$ cat src/rtl/melody_pkg.sv
// melody_pkg: shared note constants, melody IDs, ROM entry layout and sequencer states
package melody_pkg;
    localparam int FREQ_W  = 10;
    localparam int DUR_W   = 6;
    localparam int ENTRY_W = FREQ_W + DUR_W;

    localparam logic [FREQ_W-1:0] NOTE_C4  = 10'd262;
    localparam logic [FREQ_W-1:0] NOTE_DS4 = 10'd311;
    localparam logic [FREQ_W-1:0] NOTE_E4  = 10'd330;
    localparam logic [FREQ_W-1:0] NOTE_G4  = 10'd392;
    localparam logic [FREQ_W-1:0] NOTE_C5  = 10'd523;
    localparam logic [FREQ_W-1:0] NOTE_E5  = 10'd659;
    localparam logic [FREQ_W-1:0] NOTE_G5  = 10'd784;
    localparam logic [FREQ_W-1:0] NOTE_B5  = 10'd988;

    localparam logic [1:0] MEL_START    = 2'd0;
    localparam logic [1:0] MEL_GAMEOVER = 2'd1;
    localparam logic [1:0] MEL_LEVELUP  = 2'd2;
    localparam logic [1:0] MEL_SILENT   = 2'd3;

    typedef enum logic [2:0] {IDLE, FETCH, NOTE, GAP, DONE} state_t;

    function automatic logic [ENTRY_W-1:0] mk_entry(input logic [FREQ_W-1:0] f, input logic [DUR_W-1:0] d);
        return {f, d};
    endfunction
endpackage

$ cat src/rtl/melody_rom.sv
// melody_rom: combinational jingle table, (melody, index) -> {freq, dur}; unlisted slots read as end marker
module melody_rom
    import melody_pkg::*;
#(
    parameter int MAX_NOTES = 16,
    localparam int IDX_W = $clog2(MAX_NOTES)
) (
    input  logic [1:0]         sel_i,
    input  logic [IDX_W-1:0]   idx_i,
    output logic [ENTRY_W-1:0] entry_o
);
    // table lookup; anything not listed is the all-zero end marker
    always_comb begin
        entry_o = '0;
        case (sel_i)
            MEL_START: case (32'(idx_i))
                0: entry_o = mk_entry(NOTE_C4, 6'd15);
                1: entry_o = mk_entry(NOTE_E4, 6'd15);
                2: entry_o = mk_entry(NOTE_G4, 6'd15);
                3: entry_o = mk_entry(NOTE_C5, 6'd15);
                default: entry_o = '0;
            endcase
            MEL_GAMEOVER: case (32'(idx_i))
                0: entry_o = mk_entry(NOTE_G4, 6'd30);
                1: entry_o = mk_entry(NOTE_DS4, 6'd30);
                2: entry_o = mk_entry(NOTE_C4, 6'd30);
                default: entry_o = '0;
            endcase
            MEL_LEVELUP: case (32'(idx_i))
                0: entry_o = mk_entry(NOTE_C5, 6'd8);
                1: entry_o = mk_entry(NOTE_E5, 6'd8);
                2: entry_o = mk_entry(NOTE_G5, 6'd8);
                3: entry_o = mk_entry(10'd0, 6'd5);
                4: entry_o = mk_entry(NOTE_B5, 6'd20);
                default: entry_o = '0;
            endcase
            default: entry_o = '0;
        endcase
    end
endmodule

$ cat src/rtl/melody_player.sv
// melody_player: steps through a ROM jingle, holding each frequency for a millisecond-accurate duration
module melody_player
    import melody_pkg::*;
#(
    parameter int DUR_UNIT_MS = 10,
    parameter int GAP_MS      = 20,
    parameter int MAX_NOTES   = 16
) (
    input  logic        clk,
    input  logic        rst,
    input  logic [15:0] ticks_per_milli,
    input  logic        play,
    input  logic [1:0]  melody_sel,
    input  logic        stop,
    output logic [9:0]  freq,
    output logic        busy,
    output logic        done
);
    localparam int IDX_W = $clog2(MAX_NOTES);

    state_t             state_q, state_d, adv_state;
    logic [1:0]         sel_q, sel_d;
    logic [15:0]        tpm_q, tpm_d, ms_cnt_q, ms_cnt_d, rem_q, rem_d;
    logic [IDX_W-1:0]   idx_q, idx_d;
    logic [FREQ_W-1:0]  freq_q, freq_d, e_freq;
    logic [DUR_W-1:0]   e_dur;
    logic [ENTRY_W-1:0] entry;
    logic               busy_q, done_q, in_phase, ms_tick, phase_end;

    melody_rom #(.MAX_NOTES(MAX_NOTES)) u_rom (.sel_i(sel_q), .idx_i(idx_q), .entry_o(entry));

    assign e_freq    = entry[ENTRY_W-1 -: FREQ_W];
    assign e_dur     = entry[DUR_W-1:0];
    assign in_phase  = state_q == NOTE || state_q == GAP;
    assign ms_tick   = ms_cnt_q == tpm_q - 16'd1;
    assign phase_end = ms_tick && rem_q == 16'd1;
    assign adv_state = idx_q == IDX_W'(MAX_NOTES - 1) ? DONE : FETCH;

    // sequencing: rem_q counts milliseconds left in the current NOTE/GAP phase
    always_comb begin
        state_d  = state_q;
        sel_d    = sel_q;
        tpm_d    = tpm_q;
        idx_d    = idx_q;
        freq_d   = freq_q;
        ms_cnt_d = in_phase ? (ms_tick ? '0 : ms_cnt_q + 16'd1) : ms_cnt_q;
        rem_d    = in_phase && ms_tick ? rem_q - 16'd1 : rem_q;
        case (state_q)
            IDLE: if (play && !stop) begin
                state_d = FETCH;
                sel_d   = melody_sel;
                tpm_d   = ticks_per_milli == '0 ? 16'd1 : ticks_per_milli;
                idx_d   = '0;
            end
            FETCH: if (e_freq == '0 && e_dur == '0) begin
                state_d = DONE;
            end else if (e_dur == '0) begin
                state_d = adv_state;
                idx_d   = idx_q + IDX_W'(1);
            end else begin
                state_d  = NOTE;
                freq_d   = e_freq;
                rem_d    = 16'(e_dur) * 16'(DUR_UNIT_MS);
                ms_cnt_d = '0;
            end
            NOTE: if (phase_end) begin
                freq_d   = '0;
                ms_cnt_d = '0;
                if (freq_q != '0 && GAP_MS > 0) begin
                    state_d = GAP;
                    rem_d   = 16'(GAP_MS);
                end else begin
                    state_d = adv_state;
                    idx_d   = idx_q + IDX_W'(1);
                end
            end
            GAP: if (phase_end) begin
                state_d = adv_state;
                idx_d   = idx_q + IDX_W'(1);
            end
            DONE: state_d = IDLE;
            default: state_d = IDLE;
        endcase
        if (stop && state_q != IDLE) begin
            state_d = IDLE;
            freq_d  = '0;
        end
    end

    // state and registered outputs; done fires as DONE hands back to IDLE
    always_ff @(posedge clk) begin
        if (rst) begin
            state_q  <= IDLE;
            sel_q    <= '0;
            tpm_q    <= '0;
            idx_q    <= '0;
            ms_cnt_q <= '0;
            rem_q    <= '0;
            freq_q   <= '0;
            busy_q   <= 1'b0;
            done_q   <= 1'b0;
        end else begin
            state_q  <= state_d;
            sel_q    <= sel_d;
            tpm_q    <= tpm_d;
            idx_q    <= idx_d;
            ms_cnt_q <= ms_cnt_d;
            rem_q    <= rem_d;
            freq_q   <= freq_d;
            busy_q   <= state_d != IDLE;
            done_q   <= state_q == DONE && !stop;
        end
    end

    assign freq = freq_q;
    assign busy = busy_q;
    assign done = done_q;
endmodule

$ cat config.mk
export PLATFORM = sky130hd
export DESIGN_NAME = melody_player
export DESIGN_NICKNAME = d
export VERILOG_FILES = /design/src/rtl/melody_pkg.sv /design/src/rtl/melody_rom.sv /design/src/rtl/melody_player.sv
export SDC_FILE = /design/constraint.sdc
export NUM_CORES = 1
export LEC_CHECK = 0
export ABC_AREA = 1
export BUFFER_PORTS_ARGS = -buffer_cell sky130_fd_sc_hd__buf_4
export CORE_ASPECT_RATIO = 0.8
export CORE_MARGIN = 2
export CORE_UTILIZATION = 55
export DETAILED_ROUTE_END_ITERATION = 10
export GPL_ROUTABILITY_DRIVEN = 0
export GPL_TIMING_DRIVEN = 0
export PLACE_DENSITY = 0.74
export SLEW_MARGIN = 40
export SYNTH_ARGS = -nofsm -noshare
export SYNTH_HDL_FRONTEND = slang
export SYNTH_SLANG_ARGS = --single-unit
$ cat constraint.sdc
create_clock -name clk -period 4.7 [get_ports clk]
set_clock_uncertainty 0.2 [all_clocks]
set_input_delay 0.705 -clock clk [delete_from_list [all_inputs] [get_ports clk]]
set_output_delay 0.705 -clock clk [all_outputs]
set_load 0.03 [all_outputs]
# After elaboration in Yosys (flattened, before gate mapping)
# Index checks and enable logic that the tools add are counted.
dict set report word_totals {
  ff_bits 69
  inputBits 22
  out_inout_bits 12
  word_cells 94
}
dict set report op_classes {
  addsub 4
  multipliers 1
  n_eq_ne 20
  n_mux 37
  n_reduce_logical 23
}
# cell count
set op_table {}
lappend op_table {{two-way mux 16 bit} 11}
lappend op_table {{one-hot mux 16 bit (5 select lines)} 1}
lappend op_table {{one-hot mux 16 bit (2 select lines)} 2}
lappend op_table {{one-hot mux 16 bit (4 select lines)} 1}
lappend op_table {{one-hot mux 16 bit (3 select lines)} 1}
lappend op_table {{one-hot mux 15 bit (3 select lines)} 1}
lappend op_table {{subtractor 16 x 1 -> 16 bit, second input constant} 2}
lappend op_table {{two-way mux 10 bit} 3}
lappend op_table {{two-way mux 3 bit} 8}
lappend op_table {{two-way mux 4 bit} 6}
lappend op_table {{one-hot mux 10 bit (2 select lines)} 1}
lappend op_table {{adder 16 x 1 -> 16 bit, second input constant} 1}
lappend op_table {{equality test 16 x 1 -> 1 bit, second input constant} 1}
lappend op_table {{equality test 16 bit} 1}
lappend op_table {{logical NOT 16 bit} 1}
lappend op_table {{one-hot mux 4 bit (4 select lines)} 1}
lappend op_table {{!= test 2 bit, second input constant} 7}
lappend op_table {{one-hot mux 3 bit (4 select lines)} 1}
lappend op_table {{logical NOT 10 bit} 1}
lappend op_table {{nonzero test 10 bit} 1}
lappend op_table {{multiplier 6 x 3 -> 9 bit, second input constant} 1}
lappend op_table {{equality test 4 x 2 -> 1 bit, second input constant} 2}
lappend op_table {{AND reduction 7 bit} 1}
lappend op_table {{equality test 3 x 2 -> 1 bit, second input constant} 2}
lappend op_table {{21 further kinds} 27}

# Logic depth before layout (Yosys ltp)
dict set report depth {
  ltp_word 9
  mapped_depth 17
  ltp_nobuf 17
}

# By module
# Synthesis repeated with hierarchy kept, for this count alone.
dict set report hier_totals {
  cells_unflattened 816
  hier_area_um2 5033.6
}
# module n_inst cells_per_inst area_each_um2 seq_area_each_um2
set by_module_without_submodules {}
lappend by_module_without_submodules {melody_player 1 752 4705.8 1381.3}
lappend by_module_without_submodules {melody_rom 1 64 327.8 0.0}

# Worst setup path after synthesis
# Ideal clock, no wire load.
dict set report synth_timing {
  path_kind {register to register}
  start {reg idx_q[0]}
  end {reg rem_q[8]}
  arrival_ns 2.685
  required_ns 4.426
  path_slack_ns 1.740
  path_stages_with_launch 16
  n_path_buf 0
  synth_period_minus_slack_ns 2.960
  path_cell_list {dfxtp_1 -> inv_1 -> ha_1 -> o21ai_0 -> o21ai_1 -> nor2_2 -> nand2_1 -> inv_1 -> nand2_1 -> ha_1 -> inv_1 -> fa_1 -> or2_2 -> a21oi_1 -> nand2_1 -> o21ai_0}
}
dict set report synth_between {
  elab_chain_cells 7
  elab_cells_between_ends 16
  cone_classes {mul: 1; eq/ne: 4; mux: 7; reduce/logical: 4}
}
# element line
set synth_lines {}
lappend synth_lines {{start, declared} melody_player.sv:24} ;# logic [IDX_W-1:0] idx_q, idx_d;
lappend synth_lines {{start signal, assigned} melody_player.sv:106} ;# idx_q <= idx_d;
lappend synth_lines {{equality test 4 x 3 -> 1 bit (tied with other cells)} melody_rom.sv:29} ;# MEL_LEVELUP: case (32'(idx_i))
lappend synth_lines {{one-hot mux 16 bit (5 select lines) (tied with other cells)} melody_rom.sv:29}
lappend synth_lines {{one-hot mux 16 bit (3 select lines) (*)} melody_rom.sv:15} ;# case (sel_i)
lappend synth_lines {{multiplier 6 x 3 -> 9 bit (tied with other cells)} melody_player.sv:63} ;# rem_d = 16'(e_dur) * 16'(DUR_UNIT_MS);
lappend synth_lines {{two-way mux 16 bit or logical AND 1 bit (tied branches)} {melody_player.sv:57, melody_player.sv:55}}
lappend synth_lines {{two-way mux 16 bit (*)} melody_player.sv:55} ;# FETCH: if (e_freq == '0 && e_dur == '0) begin
lappend synth_lines {{one-hot mux 16 bit (2 select lines) (*)} melody_player.sv:48} ;# case (state_q)
lappend synth_lines {{end signal, assigned} melody_player.sv:108} ;# rem_q <= rem_d;
lappend synth_lines {{end, declared} melody_player.sv:23} ;# logic [15:0] tpm_q, tpm_d, ms_cnt_q, ms_cnt_d, rem_q, rem_d;
# Mark *: on every way between the ends. The rest lies on a longest branch, timed or not.
# A chain may end at the register's enable or synchronous reset.

# Final worst setup path
# Same ends and word-level chain as after synthesis.

==> flow_summary.toml <==
[status]
run_status = "finished, final reports clean"

[clocking]
root_buffer = "clkbuf_8"
cts_repair_resize_count = 0
cts_buffer_depth = 2
post-cts-setup-buffer-count = 0
ctsHtreeMaxLevel = 3
clk-insertion-delay-late_ns = 0.36
cts.clk_slew.worst_paths_ns = 0.08
cts_inserted_buffers = 9
number_of_hold_repair_buffers_added_at_the_cts_stage = 0
cts_tree = "done"
cts.sink_count = 69

[die]
die_w_um = 107
pin_count = 34
die_y_um = 86.3
dieArea_sq_um = 9220
floorplan.core_area_sq_um = 8060
initial_core_util_pct = 57.8
placement_rows = 29

[sta]
worst_pin_slew_ns = 0.722
rel_slew_slack_pct = 51.4
worst_slack_ns = 1.31
tns_ns = 0
hold-worst-slack_ns = 0.271
final.min_clock_period_ns = 3.39
timing.final.crit_share_pct = 72.2
timing.fmax_ghz = 0.295
report.final.hold_viol_count = 0
finalSetupViolCount = 0
maxSlewViolCount = 0
rsz0062_at_grt = "false"

[setup_path]
startpoint_types = "register"
worst_ep_required_time_ns = 4.78
arrival_ns = 3.47
critical_path.endpoint_type = "register"
critPathMaxFanout = 5
worstSetupPathType = "register to register"
rrSetupSlack_ns = 1.31

[synth]
top_count_cell_post_synth = "nand2_1"
yosys_most_used_dff = "dfxtp_1"
syn-instance-count = 707
synth.yosys.warnings = 0
post_synth_most_frequent_cells = "nand2_1 (146), nor2_1 (124), inv_1 (78), dfxtp_1 (69), nand3_1 (40)"
seq_area_frac_synth_pct = 29.7
synth-edff-count = 0
synth.avg_cell_area_sq_um = 6.58
yosysUniqueCellTypes = 42
yosys_register_bits = 69
synthTopCellsByArea = "dfxtp_1 (30%), nand2_1 (12%), nor2_1 (10%)"
synth_top_area_share_pct = 29.7
synth_largest_area_cell = "dfxtp_1"
synth_area_sq_um = 4650
postSynthNetCount = 744
async_flop_share_pct = 0

[power_and_ir_drop]
power.static_leakage_nw = 2.32
power_density_nw_per_um2 = 355
ir_worst_vdd_mv = 0.171

[routing]
route.detailed.vias_per_inst = 5.46
first_iter_violations = 324
post_drt_wl_per_cell_um = 13.8
route.antenna.remaining_nets = 0
drt_drc_violations_left = 0
drt-total-wl_um = 11900
first_pass_iters = 5
count_of_vias_placed_by_the_detailed_router = 4716

[worst_hold_path]
hold_path_class = "register to register"

[global_routing]
grt_antenna_before_repair = 0
grt.total_usage_pct = 27.7
first_global_vias = 4407
grt_max_degree = 14
grt_overflow = 0
grt_pass1_wl_um = 20400

[finish]
insertedDiodeCount = 0
final_layout_size_suffix_gt1_share_pct = 12.7
design.final.nets = 788
area_added_between_synthesis_and_finish_pct = 12.5

[place]
pre_cts_ws_ns = 1.38
port-buffer-count = 33
place.detailed.hpwl_um = 9450

[flow_run]
timing.max_cap.violations = 0
path summary, 6_finish.rpt:
path / from / endpoint / cells past startpoint
min: freq[9] / freq[9] / 2
min reg2reg: freq[9] / freq[9] / 2
max reg2reg: idx_q[0] / rem_q[8] / 15
max: idx_q[0] / rem_q[8] / 15
critical path: stages, from the launching register on:
cell	delay, ns
dfxtp_1	0.42
inv_1	0.10
ha_1	0.22
o21ai_0	0.36
o21ai_1	0.15
nor2_2	0.17
nand2_1	0.12
inv_1	0.08
nand2_1	0.07
ha_1	0.31
inv_1	0.06
fa_1	0.43
or2_2	0.31
a21oi_1	0.15
nand2_1	0.07
o21ai_0	0.06
power breakdown:
part	internal [mW]	total [mW]	switching, mW
registers	0.621	0.658	0.0370
clock network	0.250	0.498	0.248
logic	0.259	0.703	0.444
total	1.13	1.86	0.729
registers in the layout, summed over array words and instances (netlist names):
| signal | flops |
|---|---|
| sel_q | 2 |
| ms_cnt_q | 16 |
| done | 1 |
| freq | 10 |
| idx_q | 4 |
| rem_q | 16 |
| tpm_q | 16 |
| state_q | 3 |
| busy | 1 |
cells by family after synthesis:
group                    share of synthesized area, %
buffers and inverters                            8.55
adder cells (fa/ha/maj)                          4.19
AND/OR/NAND/NOR                                  38.7
flip-flops                                       29.7
XOR/XNOR                                         6.96
AO/OA/AOI/OAI                                    12.0
layout make-up:
cell class | count | area (sq um)
Multi-Input combinational cell | 540 | 2880
Inverter | 87 | 327
Clock buffer | 10 | 128
Tap cell | 108 | 135
Sequential cell | 69 | 1380
Buffer | 11 | 71.3
Fill cell | 751 | 2820
Timing Repair Buffer | 33 | 248
Clock inverter | 6 | 71.3
layout by cell type, fill, tap and decap left out, drive strengths merged:
master	instances
clkbuf	16
nor3	10
nand3b	4
o21ai	39
a21oi	35
bufinv	1
a31oi	3
dfxtp	69
and2	1
nor4	10
o211ai	2
o2111ai	1
nor2	139
a31o	1
clkinvlp	2
inv	88
xnor2	14
buf	38
fa	1
nand3	44
nand2	154
a221oi	1
a211oi	11
nor3b	8
o2111a	1
ha	14
o22ai	4
xor2	23
nand4	18
or2	2
clkinv	2
metrics by stage:
step	std cells	total power, mW	instance area [sq um]	utilization (%)
6_report	864	1.86	5240	65.0
5_1_grt	864	1.99	5240	65.0
4_1_cts	864	1.86	5240	65.0
3_5_place_dp	848	1.36	5040	62.5
3_3_place_gp	848	1.34	5040	62.5
2_1_floorplan	707	1.20	4650	-
metal layers:
| layer | wire length (um) | vias to the layer above | GRT usage (%) |
|---|---|---|---|
| li1 | - | 2403 | - |
| met1 | 5980 | 2126 | 40.3 |
| met2 | 4970 | 172 | 41.5 |
| met3 | 840 | 15 | 5.19 |
| met4 | 159 | 0 | 8.62 |
| met5 | 0 | - | 0 |
(Power assumes the default switching activity.)
